$ cat src/rtl/acia_rx_fifo.sv
// Receive FIFO for the ACIA: show-ahead circular buffer of received bytes with
// sticky overrun/framing-error flags and a registered level interrupt request.
module acia_rx_fifo #(
  parameter int AW      = 4,
  parameter int IRQ_THR = 1
) (
  input  logic          clk,
  input  logic          rst,
  input  logic [7:0]    rx_dat,
  input  logic          rx_stb,
  input  logic          rx_err,
  input  logic          rd_stb,
  input  logic          flush,
  input  logic          clr_err,
  output logic [7:0]    rd_dat,
  output logic          empty,
  output logic          full,
  output logic [AW:0]   count,
  output logic          ovr,
  output logic          ferr,
  output logic          irq
);

  localparam int DEPTH = 2**AW;

  logic [7:0]    mem [DEPTH];
  logic [AW-1:0] wr_ptr_q, wr_ptr_d;
  logic [AW-1:0] rd_ptr_q, rd_ptr_d;
  logic [AW:0]   count_q, count_d;
  logic          ovr_q, ovr_d;
  logic          ferr_q, ferr_d;
  logic          irq_q, irq_d;
  logic          rx_err_q;
  logic          pop_ok, push_ok, ovr_set, ferr_set;

  assign empty  = (count_q == '0);
  assign full   = (count_q == (AW+1)'(DEPTH));
  assign count  = count_q;
  assign ovr    = ovr_q;
  assign ferr   = ferr_q;
  assign irq    = irq_q;
  assign rd_dat = mem[rd_ptr_q];

  always_comb begin
    pop_ok   = rd_stb & ~empty & ~flush;
    // A pop in the same cycle makes room, so a full FIFO still accepts the byte.
    push_ok  = rx_stb & (~full | pop_ok) & ~flush;
    ovr_set  = rx_stb & full & ~pop_ok & ~flush;
    ferr_set = rx_err & ~rx_err_q;

    wr_ptr_d = wr_ptr_q + AW'(push_ok);
    rd_ptr_d = rd_ptr_q + AW'(pop_ok);
    count_d  = count_q + (AW+1)'(push_ok) - (AW+1)'(pop_ok);
    if (flush) begin
      rd_ptr_d = wr_ptr_q;
      count_d  = '0;
    end

    ovr_d  = ovr_set  | (ovr_q  & ~clr_err);
    ferr_d = ferr_set | (ferr_q & ~clr_err);
    irq_d  = (count_d >= (AW+1)'(IRQ_THR)) | ovr_d | ferr_d;
  end

  always_ff @(posedge clk) begin
    if (rst) begin
      wr_ptr_q <= '0;
      rd_ptr_q <= '0;
      count_q  <= '0;
      ovr_q    <= 1'b0;
      ferr_q   <= 1'b0;
      irq_q    <= 1'b0;
      rx_err_q <= 1'b0;
    end else begin
      wr_ptr_q <= wr_ptr_d;
      rd_ptr_q <= rd_ptr_d;
      count_q  <= count_d;
      ovr_q    <= ovr_d;
      ferr_q   <= ferr_d;
      irq_q    <= irq_d;
      rx_err_q <= rx_err;
    end
  end

  // Storage is never reset; only the pointers define what is valid.
  always_ff @(posedge clk) begin
    if (!rst && push_ok) mem[wr_ptr_q] <= rx_dat;
  end

endmodule

$ cat config.mk
export PLATFORM = sky130hd
export DESIGN_NAME = acia_rx_fifo
export DESIGN_NICKNAME = d
export VERILOG_FILES = /design/src/rtl/acia_rx_fifo.sv
export SDC_FILE = /design/constraint.sdc
export NUM_CORES = 1
export LEC_CHECK = 0
export CAP_MARGIN = 20
export CELL_PAD_IN_SITES_DETAIL_PLACEMENT = 1
export CELL_PAD_IN_SITES_GLOBAL_PLACEMENT = 1
export CORE_ASPECT_RATIO = 0.7
export CORE_MARGIN = 3
export CORE_UTILIZATION = 53
export CTS_BUF_LIST = sky130_fd_sc_hd__clkbuf_8
export DETAILED_ROUTE_END_ITERATION = 10
export GPL_TIMING_DRIVEN = 1
export PLACE_DENSITY_LB_ADDON = 0.1
export SETUP_SLACK_MARGIN = 0.15
export SLEW_MARGIN = 15
export SYNTH_ARGS = -nofsm -noshare
export SYNTH_HDL_FRONTEND = slang
export SYNTH_SLANG_ARGS = --single-unit
$ cat constraint.sdc
create_clock -name clk -period 3.41 [get_ports clk]
set_input_delay 0.341 -clock clk [delete_from_list [all_inputs] [get_ports clk]]
set_output_delay 0.341 -clock clk [all_outputs]
set_load 0.05 [all_outputs]
==> run summary, run 1 <==
run status: finished, final reports clean
top library cells by usage in the layout, fill and taps aside: 128 x sky130_fd_sc_hd__edfxtp_1, 32 x sky130_fd_sc_hd__clkdlybuf4s50_1, 24 x sky130_fd_sc_hd__mux4_2
HPWL Detailed: 8717 µm
number of nets produced by synthesis: 346
largest clock skew in the final design: 0.01025 ns
Register-to-Register Setup Slack: 0.37 ns
Area growth, synth to finish: 17.79%
Core Rows: 31
final count of negative-setup-slack endpoints: 0
die boundary width: 132.0 µm
Die Footprint: 12430 µm²
Layout Nets: 403
worst IR drop on VDD: 314.4 µV
post-detailed-route DRC marker count: 0
# hold bufs at CTS: 0
vias: 3161
CP Buf/Inv Count: 2
number of hold violations in the final report: 0
CP max stage cell: sky130_fd_sc_hd__clkdlybuf4s50_1
Clk Latency, worst-skew pair: 0.44 ns
final setup margin: 0.3207 ns
number of I/O pins: 33
Core Box Area: 10590 µm²
slew at the pin with the worst max-slew slack: 0.8069 ns
crit path launch type: register
min Tclk post-route: 3.089 ns
total of fill cells in the finished design: 907
most common library cell in the layout ignoring fill and taps: sky130_fd_sc_hd__edfxtp_1
leakage dissipation: 2.291 nW
aggregate routed wire length: 13040 µm
Syn Inst Count: 320
power share of the combinational group: 10.0%
CTS buffer count: 17
wire length of the first global-routing pass: 19890 µm
H-Tree Depth: 4
crit-path cells: buf_12 -> mux4_1 -> a22oi_1 -> nand2_1 -> clkdlybuf4s50_1
number of global-route vias before repair: 3309
number of DRC violations after detailed-routing iteration 0: 300
total power divided by cell area: 531.6 nW/µm²
number of max-slew violations in the final report: 0
number of antenna violations at the first check in global routing: 0
switching power share of the total: 25.01%
Ant. Diodes: 0
global placer's final weighted congestion: 0.7709
maximum number of buffers from clock root to sink: 2
Antenna Nets Post-Route: 0
sequential fraction of the synthesis area: 71.06%
fraction of power consumed by sequential logic: 53.2%
clock tree from TritonCTS: yes
number of input and output port buffers inserted: 32
area of the mapped netlist: 5888 µm²
fraction of final layout cells sized beyond drive strength 1: 24.36%
Sinks on Clock Net: 145
via density per instance: 5.875
count of cells along the worst hold path: 2
die outline height: 94.19 µm
total net switching power: 0.9220 mW
portion of total power attributed to the clock network: 36.8%
end point of the most critical hold path: rx_err_q
cells on worst reg2reg path: 13
YS warnings: 0
accumulated negative setup slack: 0 ns
maximum fanout along the worst path: 33
kind of critical path: register to output pin
start of the worst register-to-register path: count[3]
maximum single-stage delay on the critical path: 0.72 ns
worst min path class: input pin to register
Place WS: 0.2630 ns
reg-to-reg critical path endpoint: irq
maximum number of pins on one net before global-route repair: 35
Worst path top cell family by delay: buffers and inverters
RSZ-0062 raised after global routing: no
number of detailed-routing iterations run before antenna repair: 4
Worst Path Required: 3.07 ns
capturing element type of the critical path: output pin
crit path DAT: 2.75 ns
number of maximum-capacitance constraint violations: 0
post-CTS setup buffer count: 0
effective utilization at floorplan: 55.61%
clock tree root buffer cell: sky130_fd_sc_hd__clkbuf_8
startpoint of the lowest-slack hold path: rx_err
Syn Area/Cell: 18.40 µm²
Max Clk Rate: 0.3237 GHz
Slew Limit Headroom: 46.01%
overall overflow remaining after global route: 0
total global-route track usage: 22.35%
number of gates resized after CTS: 0
Clk pin slew, worst setup/hold paths: 0.08 ns
Cell variety after synth: 38
detailed-route wire length per cell: 24.24 µm
CP startpoint: rd_ptr_q[0]
core occupancy in the finished layout: 65.50%
cell internal power dissipation: 2.765 mW
total of flip-flops plus latches after synthesis: 145
final period utilization: 90.60%
power groups by stage:
stage	logic (mW)	registers, mW	clock network [mW]
after detailed placement	0.370	2.00	0
after CTS	0.372	1.96	1.39
after global placement	0.361	2.00	0
after floorplan	0.208	2.03	0
after global routing	0.394	1.96	1.46
final	0.369	1.96	1.36
per-layer routing:
layer  part of all wire [%]  vias up  routed length (µm)  track usage, %
li1                       -     1399                   -               -
met1                     46     1641                5988           31.92
met2                     48      112                6219           35.03
met3                    5.8        9                 757           5.086
met4                   0.58        0                  76           6.381
met5                      0        -                   0               0
Yosys cell counts, drive strengths merged:
master	instances	share of area (%)
fa	1	0.34
buf	9	1.2
a2bb2oi	1	0.15
clkdlybuf4s25	3	0.51
mux4	32	13
dfxtp	17	5.8
a22oi	16	2.0
nand3	3	0.25
or2	3	0.32
ha	10	2.1
and2	1	0.11
or4b	1	0.17
o22ai	1	0.11
nor2b	5	0.53
nand2b	7	0.74
xor2	3	0.45
and2b	1	0.13
nor2	18	1.1
a211oi	1	0.13
nor3b	1	0.13
or3b	1	0.15
nor4b	1	0.15
inv	13	0.83
o211ai	1	0.13
nor4	9	0.96
a21oi	4	0.34
mux2i	2	0.34
edfxtp	128	65
nand4bb	2	0.38
nand2	13	0.83
and4b	2	0.34
clkbuf	4	0.25
a31o	1	0.15
xnor2	4	0.59
o221ai	1	0.15
kinds of logic (layout without fill, tap and decap cells):
logic type | count (synthesis) | after routing | share of synthesized area (%)
buffers and inverters | 29 | 99 | 2.826
adder cells (fa/ha/maj) | 11 | 11 | 2.465
AND/OR/NAND/NOR | 68 | 68 | 6.332
AO/OA/AOI/OAI | 26 | 26 | 3.188
flip-flops | 145 | 145 | 71.06
XOR/XNOR | 7 | 7 | 1.041
multiplexers | 34 | 34 | 13.09
layout make-up:
class | count | area, µm² | area share [%]
clock buffers | 17 | 234.0 | 3.374
clock inverters | 15 | 172.7 | 2.490
inverters | 13 | 48.80 | 0.7036
multi-input cells | 146 | 1609 | 23.20
flip-flops and latches | 145 | 4188 | 60.38
well taps | 148 | 185.2 | 2.670
repair buffers | 54 | 498.0 | 7.180
worst max path at each step:
stage / endpoint / slack (ns) / cells after the start
floorplan: irq / 0.22 / 12
global placement: irq / 0.45 / 11
detailed placement: irq / 0.26 / 11
CTS: rd_dat[2] / 0.26 / 5
global route: rd_dat[2] / 0.17 / 5
finish: rd_dat[2] / 0.32 / 5
through the flow:
| stage | area [µm²] | total power [mW] | hold slack (ns) | cells |
|---|---|---|---|---|
| 2_1_floorplan | 5906 | 2.241 | 0.4126 | 320 |
| 3_3_place_gp | 6529 | 2.362 | 0.5192 | 506 |
| 3_5_place_dp | 6529 | 2.373 | 0.5177 | 506 |
| 4_1_cts | 6935 | 3.724 | 0.4893 | 538 |
| 5_1_grt | 6935 | 3.820 | 0.5056 | 538 |
| 6_report | 6935 | 3.687 | 0.5135 | 538 |
registers in the layout (all words and copies together), names as in the netlist:
| name | count |
|---|---|
| rd_ptr_q | 4 |
| count | 5 |
| mem | 128 |
| ferr | 1 |
| wr_ptr_q | 4 |
| rx_err_q | 1 |
| irq | 1 |
| ovr | 1 |
Power figures use the tool's default switching activity.
==> run 2, diff against run 1 <==
--- a/config.mk
+++ b/config.mk
@@ -15,6 +15,8 @@
 export DETAILED_ROUTE_END_ITERATION = 10
 export GPL_TIMING_DRIVEN = 1
 export PLACE_DENSITY_LB_ADDON = 0.1
+export RECOVER_POWER = 25
+export REMOVE_ABC_BUFFERS = 1
 export SETUP_SLACK_MARGIN = 0.15
 export SLEW_MARGIN = 15
 export SYNTH_ARGS = -nofsm -noshare
==> run 2 against run 1 <==
Final area is 0.78% lower. Power is 3.2% lower. Sequential power hardly changed. Clock power is 9% lower. Cell count is 0.19% lower. Critical path depth is 8 higher. Critical endpoint is now irq. Worst hold slack worse by 0.021 ns. Largest power group unchanged. Sequential cell count stayed put. Global-route usage is 0.43 points higher.
==> run summary, run 2 (synthesized netlist as in run 1, its figures left out) <==
run status: finished, final reports clean
Core Box Area: 10590 µm²
post-CTS setup buffer count: 0
final count of negative-setup-slack endpoints: 0
cell internal power dissipation: 2.660 mW
aggregate routed wire length: 13010 µm
crit path launch type: register
total net switching power: 0.9074 mW
maximum number of pins on one net before global-route repair: 35
startpoint of the lowest-slack hold path: rx_err
largest clock skew in the final design: 0.01144 ns
number of maximum-capacitance constraint violations: 0
total global-route track usage: 22.78%
worst min path class: input pin to register
RSZ-0062 raised after global routing: yes
number of gates resized after CTS: 1
Placed Area: 6504 µm²
number of I/O pins: 33
vias: 3104
switching power share of the total: 25.44%
# hold bufs at CTS: 0
worst IR drop on VDD: 324.3 µV
register name with the most flops: mem
detailed-route wire length per cell: 24.22 µm
number of antenna violations at the first check in global routing: 0
capturing element type of the critical path: register
post-detailed-route DRC marker count: 0
Clk pin slew, worst setup/hold paths: 0.08 ns
number of detailed-routing iterations run before antenna repair: 4
global placer's final weighted congestion: 0.7488
Slew Limit Headroom: 18.10%
number of max-slew violations in the final report: 0
die boundary width: 132.0 µm
CP startpoint: count[3]
via density per instance: 5.780
Area growth, synth to finish: 16.87%
Core Rows: 31
die outline height: 94.19 µm
Antenna Nets Post-Route: 0
kind of critical path: register to register
core occupancy in the finished layout: 64.99%
slew at the pin with the worst max-slew slack: 1.228 ns
CTS buffer count: 17
final period utilization: 93.61%
power share of the combinational group: 10.3%
clock tree from TritonCTS: yes
min Tclk post-route: 3.192 ns
start of the worst register-to-register path: count[3]
Worst Path Required: 3.69 ns
clock tree root buffer cell: sky130_fd_sc_hd__clkbuf_8
accumulated negative setup slack: 0 ns
most common library cell in the layout ignoring fill and taps: sky130_fd_sc_hd__edfxtp_1
Clk Latency, worst-skew pair: 0.45 ns
portion of total power attributed to the clock network: 34.6%
leakage dissipation: 2.310 nW
fraction of power consumed by sequential logic: 55.0%
crit path DAT: 3.47 ns
final-layout worst hold slack: 0.4930 ns
number of hold violations in the final report: 0
final cell area excluding filler cells: 6882 µm²
total power divided by cell area: 518.4 nW/µm²
max FFs per register: 128
maximum fanout along the worst path: 3
maximum number of buffers from clock root to sink: 2
overall power of the completed layout: 3.568 mW
top library cells by usage in the layout, fill and taps aside: 128 x sky130_fd_sc_hd__edfxtp_1, 24 x sky130_fd_sc_hd__mux4_2, 20 x sky130_fd_sc_hd__clkdlybuf4s50_1
effective utilization at floorplan: 55.61%
number of global-route vias before repair: 3376
Sinks on Clock Net: 145
Die Footprint: 12430 µm²
Layout Nets: 402
number of DRC violations after detailed-routing iteration 0: 342
number of input and output port buffers inserted: 32
overall overflow remaining after global route: 0
fraction of final layout cells sized beyond drive strength 1: 22.88%
Max Clk Rate: 0.3133 GHz
H-Tree Depth: 4
wire length of the first global-routing pass: 20240 µm
Ant. Diodes: 0
HPWL Detailed: 8498 µm
==> run 2: cell types whose count changed in the layout (fill, tap and decap cells not counted), sizes merged <==
cell / previous run / this run
bufinv: 2 / 1
clkdlybuf4s50: 32 / 20
inv: 18 / 17
clkinv: 5 / 6
clkbuf: 17 / 18
dlymetal6s2s: 0 / 6
dlygate4sd3: 0 / 6
buf: 22 / 20
clkinvlp: 3 / 4
==> run 2: worst paths after layout <==
| kind | endpoint | slack (ns) | cells past startpoint |
|---|---|---|---|
| setup / recovery | irq | 0.22 | 13 |
| hold / removal | rx_err_q | 0.49 | 2 |
| setup reg to reg | irq | 0.22 | 13 |
| hold reg to reg | ferr | 0.54 | 2 |
==> run 2: stage by stage <==
step | worst slack [ns] | std cells
6_report | 0.2179 | 537
5_1_grt | 0.06008 | 537
4_1_cts | 0.1705 | 537
3_5_place_dp | 0.2755 | 505
3_3_place_gp | 0.4441 | 505
2_1_floorplan | -1.023 | 304
==> run 2: area by class of cell <==
type | count | area (µm²)
clock buffers | 17 | 234.0
clock inverters | 15 | 121.4
fillers | 922 | 3707
inverters | 13 | 48.80
multi-input cells | 146 | 1605
flip-flops and latches | 145 | 4185
well taps | 148 | 185.2
repair buffers | 53 | 501.7
==> run 2: worst max-delay path, cell delays in order (launching register included) <==
cell,delay (ns)
sky130_fd_sc_hd__dfxtp_1,0.34
sky130_fd_sc_hd__inv_1,0.11
sky130_fd_sc_hd__ha_1,0.20
sky130_fd_sc_hd__nand4bb_1,0.23
sky130_fd_sc_hd__o211ai_1,0.32
sky130_fd_sc_hd__ha_1,0.29
sky130_fd_sc_hd__inv_1,0.07
sky130_fd_sc_hd__ha_1,0.17
sky130_fd_sc_hd__inv_1,0.06
sky130_fd_sc_hd__fa_1,0.42
sky130_fd_sc_hd__xor2_1,0.27
sky130_fd_sc_hd__a31o_2,0.20
sky130_fd_sc_hd__and4b_1,0.21
sky130_fd_sc_hd__o221ai_1,0.12
==> run 2: metal layers <==
layer / up-vias / share of wire [%] / GRT usage (%)
met5: - / 0 / 0
met4: 0 / 0.99 / 5.857
met3: 11 / 5.7 / 6.692
met2: 87 / 48 / 35.41
met1: 1617 / 45 / 32.05
li1: 1389 / - / -
==> run 2: power by group through the flow <==
stage                     clock network, mW  registers, mW  logic (mW)
after floorplan                           0           2.05       0.174
after global placement                    0           2.00       0.355
after detailed placement                  0           2.00       0.367
after CTS                              1.27           1.96       0.373
after global routing                   1.35           1.97       0.395
final                                  1.24           1.96       0.369
==> run 3, diff against run 2 <==
==> constraint.sdc (replaced) <==
create_clock -name clk -period 3.41 [get_ports clk]
set_input_delay 0.682 -clock clk [delete_from_list [all_inputs] [get_ports clk]]
set_output_delay 0.682 -clock clk [all_outputs]
set_load 0.05 [all_outputs]
==> run 3 against run 2 <==
First-iteration DRC count shrank 2.3%. Fmax grew 4.3%. Register-to-register slack gained 0.13 ns. Via count grew 1.5%. Power grew 2.6%. Clock-buffer cell count is the same. Core utilization grew 0.15 points. Largest power group unchanged. Critical endpoint unchanged. Setup slack gained 0.13 ns. Sequential cell count is the same. Clock skew grew 0.0028 ns. Wire length shrank 1.4%.
==> run summary, run 3 (synthesized netlist as in run 1, its figures left out) <==
aggregate routed wire length: 12830 µm
number of input and output port buffers inserted: 32
Area growth, synth to finish: 17.15%
Antenna Nets Post-Route: 0
cells on worst reg2reg path: 13
post-detailed-route DRC marker count: 0
Register-to-Register Setup Slack: 0.35 ns
total global-route track usage: 22.56%
global placer's final weighted congestion: 0.7446
reg-to-reg critical path endpoint: irq
Core Rows: 31
clock tree root buffer cell: sky130_fd_sc_hd__clkbuf_8
min Tclk post-route: 3.060 ns
CTS buffer count: 17
crit-path cells: inv_1 -> ha_1 -> nor4b_2 -> nor3b_1 -> ha_1 -> inv_1 -> ha_1 -> inv_1 -> fa_1 -> xor2_1 -> a31o_2 -> and4b_1 -> o221ai_1
fraction of power consumed by sequential logic: 53.6%
Ant. Diodes: 0
detailed-route wire length per cell: 23.79 µm
total power divided by cell area: 530.7 nW/µm²
wire length of the first global-routing pass: 20190 µm
Core Box Area: 10590 µm²
number of I/O pins: 33
number of stages on the worst setup path: 13
number of hold violations in the final report: 0
final period utilization: 89.75%
end of the critical path: irq
final-layout worst hold slack: 0.5765 ns
maximum number of buffers from clock root to sink: 2
crit path launch type: register
number of global-route vias before repair: 3396
fraction of final layout cells sized beyond drive strength 1: 25.58%
leakage dissipation: 2.279 nW
most common library cell in the layout ignoring fill and taps: sky130_fd_sc_hd__edfxtp_1
accumulated negative setup slack: 0 ns
run status: finished, final reports clean
start of the worst register-to-register path: count[3]
CP Buf/Inv Count: 3
CP max stage cell: sky130_fd_sc_hd__fa_1
number of DRC violations after detailed-routing iteration 0: 334
Worst Path Required: 3.75 ns
overall overflow remaining after global route: 0
portion of total power attributed to the clock network: 36.5%
core occupancy in the finished layout: 65.14%
maximum number of pins on one net before global-route repair: 35
power share of the combinational group: 9.9%
CP startpoint: count[3]
number of gates resized after CTS: 0
crit path DAT: 3.40 ns
number of maximum-capacitance constraint violations: 0
clock tree from TritonCTS: yes
die outline height: 94.19 µm
number of antenna violations at the first check in global routing: 0
Clk pin slew, worst setup/hold paths: 0.08 ns
number of detailed-routing iterations run before antenna repair: 5
die boundary width: 132.0 µm
total net switching power: 0.9145 mW
via density per instance: 5.844
post-CTS setup buffer count: 0
Sinks on Clock Net: 145
H-Tree Depth: 4
Max Clk Rate: 0.3268 GHz
total of fill cells in the finished design: 931
number of max-slew violations in the final report: 0
largest clock skew in the final design: 0.01427 ns
HPWL Detailed: 8727 µm
switching power share of the total: 24.98%
Worst path top cell family by delay: adder cells
Layout Nets: 404
maximum fanout along the worst path: 3
RSZ-0062 raised after global routing: no
Die Footprint: 12430 µm²
Clk Latency, worst-skew pair: 0.44 ns
cell internal power dissipation: 2.746 mW
vias: 3150
capturing element type of the critical path: register
register name with the most flops: mem
kind of critical path: register to register
max FFs per register: 128
final count of negative-setup-slack endpoints: 0
Slew Limit Headroom: 15.59%
worst min path class: register to register
overall power of the completed layout: 3.660 mW
slew at the pin with the worst max-slew slack: 1.266 ns
worst IR drop on VDD: 393.3 µV
top library cells by usage in the layout, fill and taps aside: 128 x sky130_fd_sc_hd__edfxtp_1, 29 x sky130_fd_sc_hd__buf_4, 24 x sky130_fd_sc_hd__mux4_2
effective utilization at floorplan: 55.61%
# hold bufs at CTS: 0
maximum single-stage delay on the critical path: 0.41 ns
## run 3: worst min-delay path by stage
stage | start | cells past startpoint | slack (ns) | end
after CTS | ferr | 2 | 0.58 | ferr
after global routing | ferr | 2 | 0.62 | ferr
after detailed placement | ferr | 2 | 0.57 | ferr
after global placement | ferr | 2 | 0.55 | ferr
after floorplan | rx_err_q | 2 | 0.48 | ferr
final | ferr | 2 | 0.58 | ferr
## run 3: power groups by stage
stage          Combinational (mW)  Clock [mW]  Sequential, mW
6_report                    0.361        1.34            1.96
5_1_grt                     0.387        1.43            1.97
4_1_cts                     0.365        1.36            1.96
3_5_place_dp                0.363           0            2.00
3_3_place_gp                0.350           0            2.00
2_1_floorplan               0.174           0            2.05
## run 3: worst min-delay path: stages, from the launching register on
cell	delay (ns)
sky130_fd_sc_hd__dfxtp_1	0.33
sky130_fd_sc_hd__nand2b_1	0.12
sky130_fd_sc_hd__a21oi_1	0.08
## run 3: area by class of cell
cell class                      instances  area [µm²]  share of cell area, %
Sequential cell                       145        4188                  60.71
Multi-Input combinational cell        146        1600                  23.20
Timing Repair Buffer                   55       481.7                  6.983
Clock buffer                           17       234.0                  3.392
Tap cell                              148       185.2                  2.685
Clock inverter                         15       160.2                  2.322
Inverter                               13       48.80                 0.7074
## run 3: per-stage QoR
stage               cell area [µm²]  setup WS [ns]  cells
floorplan                      5771         -1.023    304
global placement               6499         0.1585    507
detailed placement             6499        0.02456    507
CTS                            6893         0.2246    539
global route                   6898         0.1171    539
finish                         6898         0.3497    539
## run 3: routing by layer
metal	up-vias	track usage (%)	routed length [µm]	share of wire, %
li1	1402	-	-	-
met4	0	7.343	125	0.97
met2	93	34.60	6221	49
met1	1646	32.84	5650	44
met3	9	4.711	829	6.5
met5	-	0	0	0
